`src/rtl/instruction_loader_pkg.sv`:
```
`default_nettype none
// ============================================================================
// Module   : instruction_loader_pkg
// Brief    : Shared constants and FSM state encoding for the instruction loader.
// Revision : 1.0 - initial release
// ============================================================================
package instruction_loader_pkg;

    // Instruction word width and default first-word address (fetch reset PC)
    localparam int          c_WORD_W    = 16;
    localparam logic [31:0] c_BASE_ADDR = 32'h20;

    // Loader FSM encoding
    typedef enum logic [2:0] {
        ST_IDLE   = 3'd0,
        ST_HEADER = 3'd1,
        ST_LOAD   = 3'd2,
        ST_CHK    = 3'd3,
        ST_DONE   = 3'd4
    } state_e;

endpackage
`default_nettype wire

```
`src/rtl/loader_checksum.sv`:
```
`default_nettype none
// ============================================================================
// Module   : loader_checksum
// Brief    : Running modulo-2^WORD_W sum of the loaded instruction words.
//            Only instantiated when INSTRUCTION_LOADER_CHECKSUM_EN is defined.
// Revision : 1.0 - initial release
// ============================================================================
module loader_checksum
    import instruction_loader_pkg::*;
#(
    parameter int WORD_W = c_WORD_W
) (
    input  logic              clk,
    input  logic              rst,
    input  logic              clr,
    input  logic              en,
    input  logic [WORD_W-1:0] data,
    output logic [WORD_W-1:0] sum
);

    logic [WORD_W-1:0] r_sum;

    // Accumulate each accepted instruction word; cleared when a new load starts
    always_ff @(posedge clk or posedge rst) begin
        if (rst) begin
            r_sum <= '0;
        end else if (clr) begin
            r_sum <= '0;
        end else if (en) begin
            r_sum <= r_sum + data;
        end
    end

    assign sum = r_sum;

endmodule
`default_nettype wire

```
`src/rtl/instruction_loader.sv`:
```
`default_nettype none
// ============================================================================
// Module   : instruction_loader
// Brief    : Streams a header (word count N), N instruction words and an
//            optional checksum word into the instruction-memory write port,
//            writing word k to BASE_ADDR+k one cycle after it is accepted.
//            Optional feature macro: INSTRUCTION_LOADER_CHECKSUM_EN
// Revision : 1.0 - initial release
// ============================================================================
module instruction_loader
    import instruction_loader_pkg::*;
#(
    parameter logic [31:0] BASE_ADDR = c_BASE_ADDR,
    parameter int          WORD_W    = c_WORD_W
) (
    input  logic              clk,
    input  logic              rst,
    input  logic              start,
    input  logic              in_valid,
    input  logic [WORD_W-1:0] in_data,
    output logic              in_ready,
    output logic              write_enable,
    output logic [31:0]       write_addr,
    output logic [WORD_W-1:0] write_data,
    output logic              busy,
    output logic              done,
    output logic              load_error
);

`ifdef INSTRUCTION_LOADER_CHECKSUM_EN
    localparam state_e c_ST_AFTER_LOAD = ST_CHK;
`else
    localparam state_e c_ST_AFTER_LOAD = ST_DONE;
`endif

    state_e            r_state;
    state_e            w_next;
    logic              w_accept;
    logic [15:0]       w_hdr_n;
    logic [15:0]       r_n;
    logic [15:0]       r_k;
    logic              r_we;
    logic [31:0]       r_addr;
    logic [WORD_W-1:0] r_data;

    assign w_accept = in_valid & in_ready;
    assign w_hdr_n  = 16'(in_data);

    // State register
    always_ff @(posedge clk or posedge rst) begin
        if (rst) begin
            r_state <= ST_IDLE;
        end else begin
            r_state <= w_next;
        end
    end

    // Next-state and state-decoded outputs
    always_comb begin
        w_next   = r_state;
        in_ready = 1'b0;
        busy     = 1'b0;
        done     = 1'b0;
        case (r_state)
            ST_IDLE: begin
                if (start) begin
                    w_next = ST_HEADER;
                end
            end
            ST_HEADER: begin
                in_ready = 1'b1;
                busy     = 1'b1;
                if (w_accept) begin
                    w_next = (w_hdr_n == 16'd0) ? c_ST_AFTER_LOAD : ST_LOAD;
                end
            end
            ST_LOAD: begin
                in_ready = 1'b1;
                busy     = 1'b1;
                if (w_accept && (r_k == r_n - 16'd1)) begin
                    w_next = c_ST_AFTER_LOAD;
                end
            end
            ST_CHK: begin
                in_ready = 1'b1;
                busy     = 1'b1;
                if (w_accept) begin
                    w_next = ST_DONE;
                end
            end
            ST_DONE: begin
                done   = 1'b1;
                w_next = ST_IDLE;
            end
            default: begin
                w_next = ST_IDLE;
            end
        endcase
    end

    // Word counter and registered memory write port; address holds after the last write
    always_ff @(posedge clk or posedge rst) begin
        if (rst) begin
            r_n    <= 16'd0;
            r_k    <= 16'd0;
            r_we   <= 1'b0;
            r_addr <= BASE_ADDR;
            r_data <= '0;
        end else begin
            r_we <= 1'b0;
            if ((r_state == ST_HEADER) && w_accept) begin
                r_n <= w_hdr_n;
                r_k <= 16'd0;
            end
            if ((r_state == ST_LOAD) && w_accept) begin
                r_we   <= 1'b1;
                r_addr <= BASE_ADDR + {16'd0, r_k};
                r_data <= in_data;
                r_k    <= r_k + 16'd1;
            end
        end
    end

    assign write_enable = r_we;
    assign write_addr   = r_addr;
    assign write_data   = r_data;

`ifdef INSTRUCTION_LOADER_CHECKSUM_EN
    logic              w_start_acc;
    logic              w_load_acc;
    logic [WORD_W-1:0] w_sum;
    logic              r_err;

    assign w_start_acc = (r_state == ST_IDLE) && start;
    assign w_load_acc  = (r_state == ST_LOAD) && w_accept;

    loader_checksum #(
        .WORD_W (WORD_W)
    ) u_checksum (
        .clk  (clk),
        .rst  (rst),
        .clr  (w_start_acc),
        .en   (w_load_acc),
        .data (in_data),
        .sum  (w_sum)
    );

    // Checksum verdict, latched on the CHK word and held until the next start
    always_ff @(posedge clk or posedge rst) begin
        if (rst) begin
            r_err <= 1'b0;
        end else if (w_start_acc) begin
            r_err <= 1'b0;
        end else if ((r_state == ST_CHK) && w_accept) begin
            r_err <= (in_data != w_sum);
        end
    end

    assign load_error = r_err;
`else
    assign load_error = 1'b0;
`endif

endmodule
`default_nettype wire

```
`config.mk`:
```
export PLATFORM = sky130hd
export DESIGN_NAME = instruction_loader
export DESIGN_NICKNAME = d
export VERILOG_FILES = /design/src/rtl/instruction_loader_pkg.sv /design/src/rtl/loader_checksum.sv /design/src/rtl/instruction_loader.sv
export SDC_FILE = /design/constraint.sdc
export NUM_CORES = 1
export LEC_CHECK = 0
export CAP_MARGIN = 20
export CORE_MARGIN = 2
export CORE_UTILIZATION = 52
export DETAILED_ROUTE_END_ITERATION = 12
export GPL_ROUTABILITY_DRIVEN = 1
export HOLD_SLACK_MARGIN = 0.03
export PLACE_DENSITY = 0.8
export SLEW_MARGIN = 20
export SYNTH_ARGS = -nofsm -noshare
export SYNTH_HDL_FRONTEND = slang
export SYNTH_SLANG_ARGS = --single-unit
```
`constraint.sdc`:
```
create_clock -name clk -period 3.45 [get_ports clk]
set_input_delay 0.5175 -clock clk [delete_from_list [all_inputs] [get_ports clk]]
set_output_delay 0.5175 -clock clk [all_outputs]
set_load 0.01 [all_outputs]
```
==> results.md, run 1 <==
- Met1 WL: 3.485 mm
- Top Ports: 73
- CP Max Fanout: 7
- Vias in the first global route: 2869
- Hold crit path type: register to register
- Post-synth EDFFs: 0
- Commonest non-fill, non-tap cell in the layout: nand2_1
- Main combinational cell family by area after synthesis: simple AND/OR/NAND/NOR gates
- Arr. time, crit path: 2.85 ns
- DIE AREA: 7733 sq um
- CTS tree: built
- DRT iter0 DRCs: 175
- Synth Area in Compound Gates: 0.1079
- DRC violations left: 0
- Fin Setup TNS: 0 ns
- CTS max path bufs: 2
- Multi-input combinational cell area: 1742 sq um
- Antenna violations before repair: 0
- Finish-stage setup viols: 0
- Area Growth Syn to Fin: 20.18%
- Cell Rows: 30
- N_diodes: 0
- Dominant synthesized flop cell: dfrtp_1
- Total GRT Usage: 0.2296
- Placed Area: 4223 sq um
- First-pass GRT wire length: 13.51 mm
- CTS buffer count: 9
- Leakage: 1.989 nW
- Die X: 87.94 um
- Initial Utilization: 0.5392
- First drt pass iteration count: 4
- Layout Utilization: 0.6481
- Hold_ws: 0.4762 ns
- Vias per inst: 5.270
- Layout cell share with drive strength beyond 1: 0.05846
- Clock Tree Root: clkbuf_8
- Final slew viol count: 0
- Clk Latency, worst-skew pair: 0.34 ns
- Total Routed Length: 8.088 mm
- CTS sink cnt: 69
- Asr flop ratio synth: 1.000
- RSZ-0062 raised after global routing: false
- Unique masters post-synth: 50
- Crit-path cells: inv_1, ha_1, or3b_1, xnor2_1, a211o_1, a2111o_1, and4bb_1, a211oi_2
- Avg Cell Area, Syn: 8.500 sq um
- Clock slew at reported path FFs: 0.08 ns
- Relative slew slack: 0.5358
- Hold buffer count at CTS: 0
- Worst Max-Slew Pin Slew: 0.6953 ns
- Worst Skew: 0.007788 ns
- Post-DP HPWL: 5.996 mm
- Core area: 6794 sq um
- Fmax: 380.1 MHz
- Maxcap violations: 0
- Post-synthesis xor/xnor area fraction: 0.06933
- I/O Buffers: 56
- Final hold viol count: 0
- Fillers: 582
- Max VDD drop: 374.1 uV
- Met2 routed WL: 4.003 mm
- Post-CTS Setup Bufs: 0
- Grt ovf: 0
- Flops & latches, synth: 69
- Netlist Area Pre-Place: 3664 sq um
- Register area share after synthesis: 0.4717
- Nets: 498
- DR vias: 3030
- Kind of critical path: register to register
- H-tree depth: 3
- GPL Wtd Cong: 0.8954
- Final worst-path cycle share: 0.7626
- Post-Synth Simple-Gate Area: 0.2633
- Tot Pwr: 0.003181 W
- Crit end category: register
- Critical path's slowest cell: or3b_1
- Yosys synthesis warning count: 0
- Post-Synth Adder-Cell Area: 0.01025
- Routed wl met3: 464 um
- Critical Path RT: 3.67 ns
- Commonest non-fill, non-tap cells in the layout: 140 x nand2_1, 68 x dfrtp_1, 56 x clkdlybuf4s50_1, 24 x o21ai_0, 20 x xnor2_1
- Post-CTS Resized: 0
- Power per Cell Area: 722.6 nW/um^2
- Design area: 4403 sq um
- FF/Latch Area: 1728 sq um
- DRT antenna net count: 0
- Post-route minimum period: 2.631 ns
- Post-Synthesis Cells: 431
- CP peak stage delay: 0.52 ns
- Avg WL per Cell: 14.07 um
- Die H: 87.94 um
- Top layer in use: met4
- Portion of netlist area occupied by mux cells: 0.008197
- Type of origin of the critical path: register
- Status: completed
- Largest net degree at the start of global routing: 37
[Yosys cell counts (all sizes together), types with 2 or more instances]
cell    count  area [sq um]
or4         3         22.52
inv         6         22.52
nor2       13         48.80
ha          3         37.54
mux2i       3         30.03
or3b        2         17.52
a32oi       2         17.52
nand4       4         25.02
nand3      15         75.07
xor2        9         78.83
nand2b      6         45.04
a31oi       2         12.51
xnor2      20         175.2
a41oi       3         26.28
dfrtp      68          1702
and3        3         18.77
a211oi      2         20.02
buf        19         137.6
nand2     140         525.5
o21ai      35         175.2
o31ai       4         30.03
clkbuf     24         90.09
nor3        9         45.04
a21oi       5         25.02
or2         2         12.51
or3         3         18.77
nor4        8         56.30
a211o       2         17.52
[worst max-delay path: cells and delay by family, from the launching register on]
kind                     cells  cell delay [ns]
AND/OR/NAND/NOR              2             0.82
AO/OA/AOI/OAI                3             0.75
XOR/XNOR                     1             0.19
flip-flops                   1             0.43
buffers and inverters        1             0.13
adder cells (fa/ha/maj)      1             0.21
[cell type report]
type                            count  area share
Multi-Input combinational cell    328      0.3956
Clock inverter                      5     0.01194
Inverter                            6    0.005115
Timing Repair Buffer               61      0.1387
Clock buffer                       10     0.02899
Sequential cell                    69      0.3924
Tap cell                           96     0.02728
[per-stage QoR]
step,worst slack (ns),instances
floorplan,1.065,446
global placement,0.7198,560
detailed placement,0.6475,560
CTS,0.8258,575
global route,0.6934,575
finish,0.8191,575
[final timing paths]
| path | start | endpoint | slack (ns) | depth (start not counted) |
|---|---|---|---|---|
| hold / removal | write_addr[7] | write_addr[7] | 0.48 | 2 |
| max in group asynchronous | rst | write_addr[5] | 2.15 | 3 |
| min in group asynchronous | rst | write_data[2] | 0.60 | 2 |
| setup / recovery | r_n[0] | r_state[1] | 0.82 | 8 |
| setup reg to reg | r_n[0] | r_state[1] | 0.82 | 8 |
| hold reg to reg | write_addr[7] | write_addr[7] | 0.48 | 2 |
[power by group]
group | total (W) | switching, W | leakage [nW] | internal, W
Clock | 0.000618 | 0.000292 | 0.0919 | 0.000326
Combinational | 0.00130 | 0.000694 | 0.992 | 0.000607
Sequential | 0.00126 | 0.000222 | 0.905 | 0.00104
Total | 0.00318 | 0.00121 | 1.99 | 0.00197
[registers in the layout, summed over array words and instances, names as in the netlist]
register and count:
write_addr 17, r_k 16, r_n 16, write_data 16, r_state 3, write_enable 1
[kinds of logic after synthesis]
group                    after synthesis
adder cells (fa/ha/maj)                3
AND/OR/NAND/NOR                      214
buffers and inverters                 49
other                                  1
AO/OA/AOI/OAI                         63
flip-flops                            69
multiplexers                           3
XOR/XNOR                              29
[routing by layer]
| metal | track usage | vias to the layer above |
|---|---|---|
| li1 | - | 1501 |
| met1 | 0.3027 | 1415 |
| met2 | 0.3760 | 100 |
| met3 | 0.05184 | 14 |
| met4 | 0.07692 | 0 |
| met5 | 0 | - |
Note: power is estimated with default switching activity, not from simulation.
==> run 2: changes to the inputs <==
==> constraint.sdc (replaced) <==
create_clock -name clk -period 2.6 [get_ports clk]
set_input_delay 0.39 -clock clk [delete_from_list [all_inputs] [get_ports clk]]
set_output_delay 0.39 -clock clk [all_outputs]
set_load 0.01 [all_outputs]
==> results.md, run 2 (synthesized netlist as in run 1, its figures left out) <==
- Commonest non-fill, non-tap cells in the layout: 140 x nand2_1, 67 x dfrtp_1, 56 x clkdlybuf4s50_1, 24 x o21ai_0, 20 x xnor2_1
- Clock slew at reported path FFs: 0.08 ns (about the same)
- DIE AREA: 7733 sq um (unchanged)
- Fillers: 572 (-1.7%)
- Die X: 87.94 um (unchanged)
- CP Max Fanout: 4 (-3)
- Tot Pwr: 0.004425 W (+39%)
- Layout cell share with drive strength beyond 1: 0.08350 (+0.02505)
- Leakage: 2.050 nW (+3.0%)
- Max VDD drop: 579.0 uV (+55%)
- Crit end category: register
- Final setup margin: 0.1372 ns (-0.6818 ns)
- DRT antenna net count: 0 (unchanged)
- Clock Tree Root: clkbuf_8
- Grt ovf: 0 (unchanged)
- Status: completed
- First drt pass iteration count: 5 (+1)
- Max reg flops: 17 (unchanged)
- Power per Cell Area: 978.6 nW/um^2 (+35%)
- Nets: 509 (+2.2%)
- CTS sink cnt: 69 (unchanged)
- Vias per inst: 5.402 (+2.5%)
- Kind of critical path: register to register
- Post-route minimum period: 2.463 ns (-0.1682 ns)
- I/O Buffers: 56 (unchanged)
- Commonest non-fill, non-tap cell in the layout: nand2_1
- Worst Skew: 0.008863 ns (+0.001075 ns)
- Type of origin of the critical path: register
- DRC violations left: 0 (unchanged)
- GPL Wtd Cong: 0.8822 (-1.5%)
- Total Routed Length: 8.377 mm (+3.6%)
- Sequential power share: 0.379 (-0.018)
- P_int: 0.002778 W (+41%)
- Avg WL per Cell: 14.27 um (+1.5%)
- Final worst-path cycle share: 0.9472 (+0.1846)
- Die H: 87.94 um (unchanged)
- Worst Max-Slew Pin Slew: 0.6522 ns (-0.04306 ns)
- First-pass GRT wire length: 13.83 mm (+2.3%)
- Area Growth Syn to Fin: 23.43%
- Antenna violations before repair: 0 (unchanged)
- Post-DP HPWL: 5.945 mm (-0.86%)
- Layout Utilization: 0.6656 (+0.01750)
- Largest net degree at the start of global routing: 70 (+89%)
- Relative slew slack: 0.5615 (+0.02576)
- Fmax: 406.0 MHz (+6.8%)
- DRT iter0 DRCs: 251 (+43%)
- Top Ports: 73 (unchanged)
- Clk pwr share: 0.213 (+0.019)
- Cell Rows: 30 (unchanged)
- Arr. time, crit path: 2.69 ns (-0.16 ns)
- R2R cell count: 8 (unchanged)
- H-tree depth: 3 (unchanged)
- Switching power of the nets: 0.001647 W (+36%)
- Post-Place Worst Slack: 0.008505 ns (-0.6390 ns)
- Vias in the first global route: 2961 (+3.2%)
- Core area: 6794 sq um (unchanged)
- N_diodes: 0 (unchanged)
- CTS max path bufs: 2 (unchanged)
- Initial Utilization: 0.5392 (unchanged)
- Combinational share of power: 0.408 (about the same)
- CTS buffer count: 9 (unchanged)
- Hold crit path type: input port to async pin
- RSZ-0062 raised after global routing: false
- Clk Latency, worst-skew pair: 0.34 ns (about the same)
- Finish-stage setup viols: 0 (unchanged)
- CTS tree: built
- Critical Path RT: 2.83 ns (-0.84 ns)
- Sw Share: 0.3722 (-0.007511)
- Total GRT Usage: 0.2326 (+0.003030)
- Final hold viol count: 0 (unchanged)
- Maxcap violations: 0 (unchanged)
- DR vias: 3171 (+4.7%)
- Fin Setup TNS: 0 ns (unchanged)
- Final slew viol count: 0 (unchanged)
-- run 2: cell types whose count changed in the layout (fill, tap and decap cells not counted) --
cell,before,now
buf_4,4,15
clkinv_2,3,1
clkinvlp_4,1,3
bufinv_16,1,2
dfrtp_1,68,67
dfrtp_2,0,1
-- run 2: per-stage QoR --
step           hold slack, ns  std cells  instance area (sq um)
6_report               0.4424        587                   4522
5_1_grt                0.4711        587                   4522
4_1_cts                0.4396        585                   4506
3_5_place_dp           0.4608        569                   4290
3_3_place_gp           0.4610        569                   4290
2_1_floorplan          0.4665        446                   3720
-- run 2: path summary, 6_finish.rpt --
check	from	endpoint	slack, ns
setup / recovery	r_n[1]	r_state[1]	0.14
hold / removal	rst	write_data[1]	0.44
setup reg to reg	r_n[1]	r_state[1]	0.14
hold reg to reg	write_addr[8]	write_addr[8]	0.48
max in group asynchronous	rst	write_addr[5]	1.84
min in group clk	write_addr[8]	write_addr[8]	0.48
-- run 2: final cells by class --
type	count	area, sq um	area share
sequential	69	1729	0.3824
clock inverter	6	87.58	0.01937
clock buffer	10	127.6	0.02822
multi-input combinational	328	1742	0.3852
inverter	6	22.52	0.004981
tap	96	120.1	0.02656
timing repair buffer	72	693.2	0.1533
-- run 2: critical path: stages, from the launching register on --
cell      delay [ns]
dfrtp_1         0.39
inv_1           0.08
ha_1            0.29
xnor2_1         0.14
or4_1           0.46
a211o_1         0.23
a2111o_1        0.36
and4bb_1        0.31
a211oi_2        0.08
-- run 2: repair_timing --
| action | CTS | global route |
|---|---|---|
| hold buffers | 0 | 0 |
| gates resized for setup | 0 | 1 |
| setup endpoints to repair | 0 | 2 |
| setup buffers | 0 | 2 |
-- run 2: routing by layer --
| metal | wire length, um | up-vias | global-route usage |
|---|---|---|---|
| li1 | - | 1520 | - |
| met1 | 3554 | 1503 | 0.3047 |
| met2 | 4134 | 132 | 0.3815 |
| met3 | 525 | 16 | 0.04995 |
| met4 | 163 | 0 | 0.08531 |
| met5 | 0 | - | 0 |
-- run 2: power by group through the flow --
| stage | Combinational (W) | Clock, W | Sequential [W] |
|---|---|---|---|
| global route | 0.00199 | 0.00101 | 0.00171 |
| detailed placement | 0.00176 | 0 | 0.00168 |
| finish | 0.00181 | 0.000943 | 0.00168 |
| global placement | 0.00170 | 0 | 0.00168 |
| CTS | 0.00177 | 0.000966 | 0.00167 |
| floorplan | 0.00109 | 0 | 0.00168 |
